$ cat src/rtl/fibo_decode_stage.sv
// fibo_decode_stage
// Registered instruction-decode stage for the Fibonacci FSM datapath.
// This stage receives {opcode, operand1, operand2} from fetch through a
// valid/ready handshake. It drives registered ALU and register-file controls
// downstream through a second valid/ready handshake.
// A small shift-register scoreboard tracks writes that have issued but have
// not yet reached the register file. Any instruction that reads one of those
// registers is held back until the write has landed.

module fibo_decode_stage #(
    parameter int ADDR_W = 2,
    parameter int WB_LAT = 2,
    parameter int CNT_W  = 16
) (
    input  logic              clk,
    input  logic              rst_n,
    input  logic              flush,
    input  logic              in_valid,
    output logic              in_ready,
    input  logic [2:0]        opcode,
    input  logic [ADDR_W-1:0] operand1,
    input  logic [ADDR_W-1:0] operand2,
    output logic              out_valid,
    input  logic              out_ready,
    output logic [2:0]        alu_opcode,
    output logic [ADDR_W-1:0] rd_addr1,
    output logic [ADDR_W-1:0] rd_addr2,
    output logic [ADDR_W-1:0] wrt_addr,
    output logic              wrt_en,
    output logic              load_data,
    output logic [CNT_W-1:0]  instr_count,
    output logic [CNT_W-1:0]  stall_count
);

    // Opcodes that need special treatment in decode.
    localparam logic [2:0] OP_NOP  = 3'b000;  // no read, no write
    localparam logic [2:0] OP_LOAD = 3'b100;  // writes loaded data, reads nothing
    localparam logic [2:0] OP_NOWB = 3'b101;  // reads operands, no writeback

    // ------------------------------------------------------------------
    // Declarations
    // ------------------------------------------------------------------
    // Output stage registers
    logic              out_valid_reg,  out_valid_next;
    logic [2:0]        alu_opcode_reg, alu_opcode_next;
    logic [ADDR_W-1:0] rd_addr1_reg,   rd_addr1_next;
    logic [ADDR_W-1:0] rd_addr2_reg,   rd_addr2_next;
    logic [ADDR_W-1:0] wrt_addr_reg,   wrt_addr_next;
    logic              wrt_en_reg,     wrt_en_next;
    logic              load_data_reg,  load_data_next;

    // Statistics counters
    logic [CNT_W-1:0]  instr_count_reg, instr_count_next;
    logic [CNT_W-1:0]  stall_count_reg, stall_count_next;

    // Pending-write scoreboard. Slot 0 holds the youngest write; slot WB_LAT-1 the oldest.
    logic [WB_LAT-1:0]             sb_valid_reg, sb_valid_next;
    logic [WB_LAT-1:0][ADDR_W-1:0] sb_addr_reg,  sb_addr_next;
    logic [WB_LAT-1:0]             sb_hit;

    // Decode of the incoming instruction
    logic dec_wrt_en;
    logic dec_load_data;
    logic dec_reads;

    // Handshake and hazard terms
    logic held_hit;
    logic hazard;
    logic capture;
    logic issue;

    // ------------------------------------------------------------------
    // Decode
    // ------------------------------------------------------------------
    // Turn the incoming opcode into write, load and read-operand flags.
    always_comb begin
        dec_wrt_en    = (opcode != OP_NOP) && (opcode != OP_NOWB);
        dec_load_data = (opcode == OP_LOAD);
        dec_reads     = (opcode != OP_NOP) && (opcode != OP_LOAD);
    end

    // ------------------------------------------------------------------
    // Scoreboard
    // ------------------------------------------------------------------
    // Slot 0 takes the write that issues this cycle. Each older slot takes
    // the contents of its younger neighbour. An address is written into
    // slot 0 even when no write issues; the valid bit masks that address,
    // so it is never used.
    generate
        for (genvar gi = 0; gi < WB_LAT; gi++) begin : g_sb
            if (gi == 0) begin : g_head
                assign sb_valid_next[gi] = issue & wrt_en_reg;
                assign sb_addr_next[gi]  = wrt_addr_reg;
            end else begin : g_tail
                assign sb_valid_next[gi] = sb_valid_reg[gi-1];
                assign sb_addr_next[gi]  = sb_addr_reg[gi-1];
            end

            // Check whether either source operand matches this pending write.
            assign sb_hit[gi] = sb_valid_reg[gi] &
                                ((sb_addr_reg[gi] == operand1) |
                                 (sb_addr_reg[gi] == operand2));

            // Advance this slot every cycle. When the oldest slot moves on,
            // its write has landed in the register file.
            always_ff @(posedge clk or negedge rst_n) begin
                if (!rst_n) begin
                    sb_valid_reg[gi] <= 1'b0;
                    sb_addr_reg[gi]  <= '0;
                end else begin
                    sb_valid_reg[gi] <= sb_valid_next[gi];
                    sb_addr_reg[gi]  <= sb_addr_next[gi];
                end
            end
        end
    endgenerate

    // ------------------------------------------------------------------
    // Hazard detection and handshakes
    // ------------------------------------------------------------------
    // A reading instruction must wait if it reads any register with a write
    // still in flight. That includes the write held in the output register,
    // which has not yet entered the scoreboard.
    always_comb begin
        held_hit = out_valid_reg & wrt_en_reg &
                   ((wrt_addr_reg == operand1) | (wrt_addr_reg == operand2));
        hazard   = in_valid & dec_reads & ((|sb_hit) | held_hit);
        in_ready = (~out_valid_reg | out_ready) & ~hazard & ~flush;
        capture  = in_valid & in_ready;
        issue    = out_valid_reg & out_ready;
    end

    // ------------------------------------------------------------------
    // Output stage
    // ------------------------------------------------------------------
    // Load the output register on capture and hold it under backpressure.
    // Flush takes priority and empties the register. An instruction that
    // issues in the same cycle as a flush has already been counted.
    always_comb begin
        out_valid_next  = out_valid_reg;
        alu_opcode_next = alu_opcode_reg;
        rd_addr1_next   = rd_addr1_reg;
        rd_addr2_next   = rd_addr2_reg;
        wrt_addr_next   = wrt_addr_reg;
        wrt_en_next     = wrt_en_reg;
        load_data_next  = load_data_reg;

        if (capture) begin
            alu_opcode_next = opcode;
            rd_addr1_next   = operand1;
            rd_addr2_next   = operand2;
            wrt_addr_next   = operand1;
            wrt_en_next     = dec_wrt_en;
            load_data_next  = dec_load_data;
        end

        if (flush) begin
            out_valid_next = 1'b0;
        end else if (capture) begin
            out_valid_next = 1'b1;
        end else if (issue) begin
            out_valid_next = 1'b0;
        end
    end

    // Register the output stage and discard any in-flight instruction on reset.
    always_ff @(posedge clk or negedge rst_n) begin
        if (!rst_n) begin
            out_valid_reg  <= 1'b0;
            alu_opcode_reg <= '0;
            rd_addr1_reg   <= '0;
            rd_addr2_reg   <= '0;
            wrt_addr_reg   <= '0;
            wrt_en_reg     <= 1'b0;
            load_data_reg  <= 1'b0;
        end else begin
            out_valid_reg  <= out_valid_next;
            alu_opcode_reg <= alu_opcode_next;
            rd_addr1_reg   <= rd_addr1_next;
            rd_addr2_reg   <= rd_addr2_next;
            wrt_addr_reg   <= wrt_addr_next;
            wrt_en_reg     <= wrt_en_next;
            load_data_reg  <= load_data_next;
        end
    end

    // ------------------------------------------------------------------
    // Counters
    // ------------------------------------------------------------------
    // The issue count wraps on overflow. The stall count stops at all-ones.
    // A stall cycle that coincides with a flush is not counted.
    always_comb begin
        instr_count_next = instr_count_reg;
        stall_count_next = stall_count_reg;
        if (issue) begin
            instr_count_next = instr_count_reg + CNT_W'(1);
        end
        if (hazard && !flush && (stall_count_reg != {CNT_W{1'b1}})) begin
            stall_count_next = stall_count_reg + CNT_W'(1);
        end
    end

    // Register the counters and clear them on reset.
    always_ff @(posedge clk or negedge rst_n) begin
        if (!rst_n) begin
            instr_count_reg <= '0;
            stall_count_reg <= '0;
        end else begin
            instr_count_reg <= instr_count_next;
            stall_count_reg <= stall_count_next;
        end
    end

    // ------------------------------------------------------------------
    // Output ports
    // ------------------------------------------------------------------
    assign out_valid   = out_valid_reg;
    assign alu_opcode  = alu_opcode_reg;
    assign rd_addr1    = rd_addr1_reg;
    assign rd_addr2    = rd_addr2_reg;
    assign wrt_addr    = wrt_addr_reg;
    assign wrt_en      = wrt_en_reg;
    assign load_data   = load_data_reg;
    assign instr_count = instr_count_reg;
    assign stall_count = stall_count_reg;

endmodule

$ cat config.mk
export PLATFORM = sky130hd
export DESIGN_NAME = fibo_decode_stage
export DESIGN_NICKNAME = d
export VERILOG_FILES = /design/src/rtl/fibo_decode_stage.sv
export SDC_FILE = /design/constraint.sdc
export NUM_CORES = 1
export LEC_CHECK = 0
export CELL_PAD_IN_SITES_DETAIL_PLACEMENT = 0
export CELL_PAD_IN_SITES_GLOBAL_PLACEMENT = 2
export CORE_ASPECT_RATIO = 0.9
export CORE_MARGIN = 3
export CORE_UTILIZATION = 28
export DETAILED_ROUTE_END_ITERATION = 6
export GPL_ROUTABILITY_DRIVEN = 0
export PLACE_DENSITY = 0.8
export SYNTH_ARGS = -nofsm -noshare
export SYNTH_HDL_FRONTEND = slang
export SYNTH_SLANG_ARGS = --single-unit
$ cat constraint.sdc
create_clock -name clk -period 2.6 [get_ports clk]
set_input_delay 0.78 -clock clk [delete_from_list [all_inputs] [get_ports clk]]
set_output_delay 0.78 -clock clk [all_outputs]
set_load 0.005 [all_outputs]
Yosys cells after proc, flatten, opt, wreduce, memory -nomap -nowiden
Index checks and enable logic that the tools add are counted.
Widths: inputs -> output; s select.
{"block": "word_totals", "regBits": 48}
{"block": "classes", "addsub": 2, "mux": 3, "eq_ne": 10, "n_reduce_logical": 8, "n_bitwise": 19}
{"cell": "$add 16x1->16 const B", "n": 2}
{"cell": "$ne 16x16->1 const B", "n": 1}
{"cell": "$eq 2x2->1", "n": 6}
{"cell": "$and 1x1->1", "n": 11}
{"cell": "$ne 3x3->1 const B", "n": 2}
{"cell": "$reduce_bool 3->1", "n": 2}
{"cell": "$or 1x1->1", "n": 5}
{"cell": "$logic_and 1x1->1", "n": 4}
{"cell": "$eq 3x3->1 const B", "n": 1}
{"cell": "$mux 1", "n": 3}
{"cell": "$not 1->1", "n": 3}
{"cell": "$reduce_or 2->1", "n": 1}
{"cell": "$logic_not 1->1", "n": 1}

Longest topological paths before layout
{"block": "depth", "word_depth": 12, "ltp_mapped": 7, "depth_no_buf": 6}

Least setup slack after synthesis
Ideal clock, no wire load.
{"block": "synth_timing", "path_type": "input-to-output", "startpoint": "in opcode[1]", "endpoint": "out in_ready", "t_arrival_ns": 1.967, "path_slack_ns": -0.147, "cell_stages": 6, "path_buffers": 2, "cell_sequence": "o21a_1 and3_1 a222oi_1 buf_4 buf_2 and2_1"}
{"block": "synth_between", "elab_chain_len": 7, "word_cells_on_any_way": 8}
{"element": "from (decl)", "line_no": "20", "source": "input logic [2:0] opcode,"}
{"element": "$ne 3x3->1 / $reduce_bool 3->1 (equally long branches)", "line_no": "79", "source": "dec_reads = (opcode != OP_NOP) && (opcode != OP_LOAD);"}
{"element": "$logic_and 1x1->1 (*)", "line_no": "79"}
{"element": "$and 1x1->1 (*) (2 in a row)", "line_no": "127", "source": "hazard = in_valid & dec_reads & ((|sb_hit) | held_hit);"}
{"element": "$not 1->1 (*)", "line_no": "128", "source": "in_ready = (~out_valid_reg | out_ready) & ~hazard & ~flush;"}
{"element": "$and 1x1->1 (*) (2 in a row)", "line_no": "128"}
{"element": "to (decl)", "line_no": "19", "source": "output logic in_ready,"}
Mark *: on every way between the ends. The rest lies on a longest branch, timed or not.

Worst setup path after layout
Ends and elaborated chain as after synthesis.

==> flow_summary.json <==
{
  "yosys-top-cells-count": "dfrtp_1, xor2_1, xnor2_1, nand2_1",
  "die_width_um": 99.5,
  "antenna_left": 0,
  "setup_slack_ns": -0.104,
  "pwr-share-seq_pct": 47.3,
  "grt_remaining_overflow": 0,
  "failed_checks": "setup timing",
  "io_pins": 57,
  "ys_seq_area_share_pct": 54.6,
  "dp_hpwl_um": 3590,
  "min_period_over_period_pct": 104,
  "yosysTopAreaCell": "dfrtp_1",
  "synthFlopType": "dfrtp_1",
  "drt_iter0_markers": 23,
  "p_leak_nw": 1.39,
  "cp.arrival_ns": 1.92,
  "fin_crit_ns": 2.70,
  "diodes": 0,
  "syn_area_mm2": 0.00220,
  "place_area_mm2": 0.00294,
  "maxSlewViolCount": 0,
  "cts_tree": "built",
  "dr.pass1.iters": 5,
  "grt_usage_pct": 11.0,
  "p_total_mw": 2.03,
  "port_buffers": 56,
  "cts_inserted_buffers": 5,
  "die_h_um": 90.1,
  "p_sw_share_pct": 26.0,
  "ys_warn_count": 0,
  "met2_usage_pct": 17.1,
  "cap_violations": 0,
  "setup.worst_path.class": "in -> out",
  "initial_core_util_pct": 29.0,
  "crit_required_ns": 1.82,
  "syn_to_final_growth_pct": 39.8,
  "syn_avg_cell_area_um2": 11.8,
  "setup_tns_ns": -0.104,
  "mappedNetlistNets": 201,
  "antenna_found_initial": 0,
  "gr-usage-met3_pct": 2.79,
  "hold_slack_ns": 0.378,
  "timing.fmax_mhz": 370,
  "dieArea_mm2": 0.00896,
  "slew_headroom_pct": 58.0,
  "stdcell_count": 354,
  "p_int_mw": 1.50,
  "postLayoutCellArea_mm2": 0.00308,
  "core_mm2": 0.00758,
  "switchingPower_mw": 0.529,
  "synth-async-reset-ratio_pct": 100,
  "drcViolationCount": 0,
  "area.sequential_mm2": 0.00120,
  "cts_root_buf": "clkbuf_8",
  "wire_per_inst_um": 13.3,
  "finClkSkew_ns": 0.00578,
  "path_max_fanout": 3,
  "clkTransAtPathRegs_ns": 0.09,
  "grt_max_degree": 27,
  "vias": 1563,
  "n_fill_cell": 761,
  "hold_path_class": "reg -> reg",
  "rsz0062_at_grt": "yes",
  "busiest_layer": "met2",
  "grt_pass1_wl_um": 7990,
  "rows": 30,
  "start_kind": "primary input",
  "power.density_mw_per_mm2": 661,
  "ys_top_cells_by_area": "dfrtp_1, xor2_1, xnor2_1, mux2_2, nand3_1",
  "power_frac_clock_pct": 28.5,
  "drive_above_1_share_pct": 17.8,
  "clock_sinks": 48,
  "multi_input_area_um2": 966,
  "yosysMostFrequentCell": "dfrtp_1",
  "wl_um": 4710,
  "numPlacedInstances": 345,
  "outcome": "complete, but fails checks",
  "via_per_inst": 4.42,
  "synth_edf_count": 0,
  "synth_seq_cells": 48,
  "htreeDepth": 2,
  "end_kind": "primary output",
  "grt.met1_usage_pct": 15.4,
  "worst_pin_slew_ns": 0.630,
  "setup_violations": 1,
  "ir_worst_vdd_uv": 420,
  "hold_buffers": 0,
  "ys_types": 28,
  "cts_max_path_buffers": 2,
  "finalHoldViolations": 0,
  "synth_cells": 187,
  "final_nets": 271,
  "combPwrFrac_pct": 24.2,
  "grt_pass1_vias": 1602,
  "clk_latency_ns": 0.29,
  "synth.top_cell.area_share_pct": 54.6
}
worst paths after layout:
kind	startpoint	to	slack (ns)	depth (start not counted)
min in group asynchronous	rst_n	alu_opcode[0]$_DFFE_PN0P_	0.46	1
max in group asynchronous	rst_n	rd_addr2[1]$_DFFE_PN0P_	1.61	2
worst max-delay path	opcode[1]	in_ready	-0.10	7
worst min-delay path	sb_valid_next[1]$_DFF_PN0_	sb_valid_reg[1]$_DFF_PN0_	0.38	0
worst min register to register	sb_valid_next[1]$_DFF_PN0_	sb_valid_reg[1]$_DFF_PN0_	0.38	0
worst max register to register	stall_count[0]$_DFFE_PN0P_	stall_count[1]$_DFFE_PN0P_	0.32	6
worst max-delay path, stage by stage:
cell,delay [ns]
buf_6,0.09
o21a_1,0.19
and2_1,0.15
a222oi_1,0.30
buf_4,0.18
and2_4,0.14
buf_6,0.08
cell families (layout without fill, tap and decap cells):
logic type	after synthesis	after routing	synth area share, %
mux	11	11	5.57
fa+ha+maj	2	2	1.14
buf+inv	8	79	2.33
xor+xnor	43	43	17.1
simple gates	68	68	16.9
flops	48	48	54.6
compound gates	7	7	2.39
per-layer routing:
layer / vias up / routed length, µm
li1: 781 / -
met1: 752 / 2290
met2: 28 / 2200
met3: 2 / 181
met4: 0 / 32
met5: - / 0
metrics by stage:
step                      setup WS (ns)  util (%)
after global placement           -0.994      38.8
after global routing             -0.172      40.6
after detailed placement          -1.04      38.8
after CTS                        -0.111      40.3
after floorplan                 -0.0458         -
final                            -0.104      40.6
cell usage in the layout, fill, tap and decap left out, types with 7 or more instances in the layout:
cell	netlist	final
nor2_1	8	8
clkbuf_8	0	7
dfrtp_1	48	48
mux2_2	10	10
buf_4	5	16
xnor2_1	13	13
nand2_1	12	12
nand4_1	8	8
nor3_1	8	8
clkdlybuf4s50_1	0	47
xor2_1	30	28
nand3_1	10	10
power by group through the flow:
| stage | Clock [mW] | Combinational, mW | Sequential (mW) |
|---|---|---|---|
| global route | 0.629 | 0.540 | 0.983 |
| detailed placement | 0 | 0.495 | 0.976 |
| global placement | 0 | 0.490 | 0.972 |
| floorplan | 0 | 0.209 | 0.965 |
| CTS | 0.604 | 0.498 | 0.963 |
| finish | 0.579 | 0.491 | 0.962 |
cell type report:
| type | count | area share (%) |
|---|---|---|
| tap | 96 | 3.90 |
| inverter | 1 | 0.122 |
| multi-input combinational | 131 | 31.4 |
| clock buffer | 7 | 3.13 |
| timing repair buffer | 70 | 21.4 |
| clock inverter | 1 | 0.976 |
| sequential | 48 | 39.0 |
what timing repair did:
item / 4_1_cts / 5_1_grt
buffers inserted: 1 / 0
pin swaps: 7 / 5
gates resized for setup: 35 / 6
setup endpoints to repair: 11 / 1
No activity file was read; power rests on OpenSTA's default activity.
==> patch: new RTL, same flow settings <==
The parameter `WB_LAT` goes from 2 to 4.
--- a/src/rtl/fibo_decode_stage.sv
+++ b/src/rtl/fibo_decode_stage.sv
@@ -9,7 +9,7 @@
 
 module fibo_decode_stage #(
     parameter int ADDR_W = 2,
-    parameter int WB_LAT = 2,
+    parameter int WB_LAT = 4,
     parameter int CNT_W  = 16
 ) (
     input  logic              clk,
Behaviour: not the same (Yosys sat finds a counterexample within 10 cycles, from zero or initial values and one cycle with rst_n low).
==> patch against the original RTL <==
- the flow still finishes with violations (negative setup slack)
- area after synthesis grew 14%
- setup slack lost 0.24 ns
- critical path depth grew 2
- cell area grew 15%
- sequential cell count grew 6
- routed wire length grew 20%
- die area grew 13%
Power is not compared: it rests on default switching activity, and its combinational part moved more than twofold at a synthesized area within 25%.
==> patch: results (changes against the original RTL) <==
| Metric | Value |
|---|---|
| Status | finished, violations left (unchanged) |
| Failing checks | negative setup slack (unchanged) |
| Syn_nets | 228 (was 201) |
| Most frequent cells after synthesis | 54 x dfrtp_1, 28 x xor2_1, 23 x xnor2_1 (was 48 x dfrtp_1, 30 x xor2_1, 13 x xnor2_1) |
| Non-filler instance count after layout | 419 (was 354) |
| Reg2Reg Depth | 10 (was 6) |
| Layout cells sized above 1 | 20.00% (was 17.83%) |
| Post-detail-place hpwl | 4223 um (was 3591 um) |
| Sequential area share after synthesis | 53.78% (was 54.58%) |
| Final wirelength | 5673 um (was 4712 um) |
| Crit-path max FO | 4 (was 3) |
| Clk_lat worst skew | 0.30 ns |
| Nets@finish | 313 (was 271) |
| Total track usage | 12.01% (was 10.98%) |
| Largest net degree at the start of global routing | 20 (was 27) |
| Placed cells | 410 (was 345) |
| GR Layer Usage met1 | 17.46% (was 15.37%) |
| Post-DR vias/cell | 4.341 (was 4.415) |
| Clock Skews | 0.009894 ns (was 0.005780 ns) |
| First-pass GRT wire length | 9763 um (was 7990 um) |
| Setup ws final | -0.3452 ns (was -0.1042 ns) |
| Total iterations of the first detailed-routing run | 4 (was 5) |
| Hold Fails Final Rpt | 0 (unchanged) |
| Place WS | -1.250 ns (was -1.037 ns) |
| Synthesized area per cell | 11.74 um2 (was 11.77 um2) |
| Clock buffer count from CTS | 5 (unchanged) |
| Yosys cell types | 32 (was 28) |
| Post-synthesis adder-cell area fraction | 0.9960% (was 1.137%) |
| GRT met3 Usage | 3.555% (was 2.793%) |
| Data arrival, critical path | 2.17 ns (was 1.92 ns) |
| Post-synthesis mux area share | 3.884% (was 5.571%) |
| IO Port Bufs | 56 (unchanged) |
| Final Setup Violations | 1 (unchanged) |
| Ranking of synthesized cells by area | dfrtp_1 54%, xor2_1 9.8%, xnor2_1 8.0% (was dfrtp_1 55%, xor2_1 12%, xnor2_1 5.2%) |
| HP Class | input port to async pin (was register to register) |
| XOR/XNOR Fraction of Synth Area | 17.78% (was 17.11%) |
| Fillcell total | 851 (was 761) |
| Post-synthesis compound-gate area fraction | 4.831% (was 2.388%) |
| GR Util met2 | 17.83% (was 17.11%) |
| Fin Setup TNS | -0.3452 ns (was -0.1042 ns) |
[patch: changes by cell type after synthesis, sizes merged, moves of 4 or more]
cell | unedited run | this run
nor3 | 8 | 4
dfrtp | 48 | 54
nor4 | 5 | 0
xnor2 | 13 | 23
inv | 1 | 5
nand4 | 8 | 13
[patch: path summary, 6_finish.rpt]
check                                 start          endpoint
setup / recovery                operand1[1]          in_ready
hold / removal                        rst_n   stall_count[10]
setup reg to reg            sb_addr_next[5]       rd_addr2[1]
hold reg to reg            sb_valid_next[1]  sb_valid_next[2]
max in group asynchronous             rst_n       rd_addr2[0]
min in group clk           sb_valid_next[1]  sb_valid_next[2]
[patch: per-stage QoR]
| stage | hold WS (ns) | area, um2 |
|---|---|---|
| after floorplan | 0.3533 | 2536 |
| after global placement | 0.3727 | 3401 |
| after detailed placement | 0.3763 | 3401 |
| after CTS | 0.3967 | 3500 |
| after global routing | 0.3994 | 3552 |
| final | 0.3956 | 3552 |
[patch: cell families (layout without fill, tap and decap cells)]
group / Yosys count / in the layout
AO/OA/AOI/OAI: 16 / 16
XOR/XNOR: 51 / 51
adder cells (fa/ha/maj): 2 / 2
buffers and inverters: 16 / 102
flip-flops: 54 / 54
multiplexers: 7 / 7
AND/OR/NAND/NOR: 68 / 68
[patch: critical path, cell delays in order]
cell and delay, ns:
buf_6 0.10, xor2_1 0.16, o22ai_1 0.10, a222oi_1 0.32, buf_4 0.17, and2_4 0.15, nor2_4 0.04, a211oi_2 0.21
buf_2 0.14
[patch: area by class of cell]
| class | instances | area (um2) | share of cell area (%) |
|---|---|---|---|
| Clock buffer | 7 | 76.32 | 2.149 |
| Clock inverter | 1 | 30.03 | 0.8454 |
| Inverter | 5 | 18.77 | 0.5284 |
| Multi-Input combinational cell | 144 | 1095 | 30.82 |
| Sequential cell | 54 | 1351 | 38.04 |
| Tap cell | 119 | 148.9 | 4.192 |
| Timing Repair Buffer | 89 | 832.0 | 23.42 |
[patch: timing repair]
item,in CTS,in global routing
endpoints found under the setup margin,23,1
buffers inserted,0,1
hold endpoints to repair,0,0
pin swaps,2,4
resized for setup,26,8
hold buffers,0,0
[patch: per-layer routing]
metal | share of wire [%] | vias to the layer above
met1 | 50 | 879
met5 | 0 | -
met2 | 44 | 40
met3 | 5.6 | 5
li1 | - | 895
met4 | 0.49 | 0
[patch: report_power, final]
part / total, mW / leakage, nW / switching (mW) / internal (mW)
combinational: 1.01 / 0.804 / 0.368 / 0.646
clock: 0.562 / 0.0524 / 0.273 / 0.289
sequential: 1.25 / 0.689 / 0.222 / 1.03
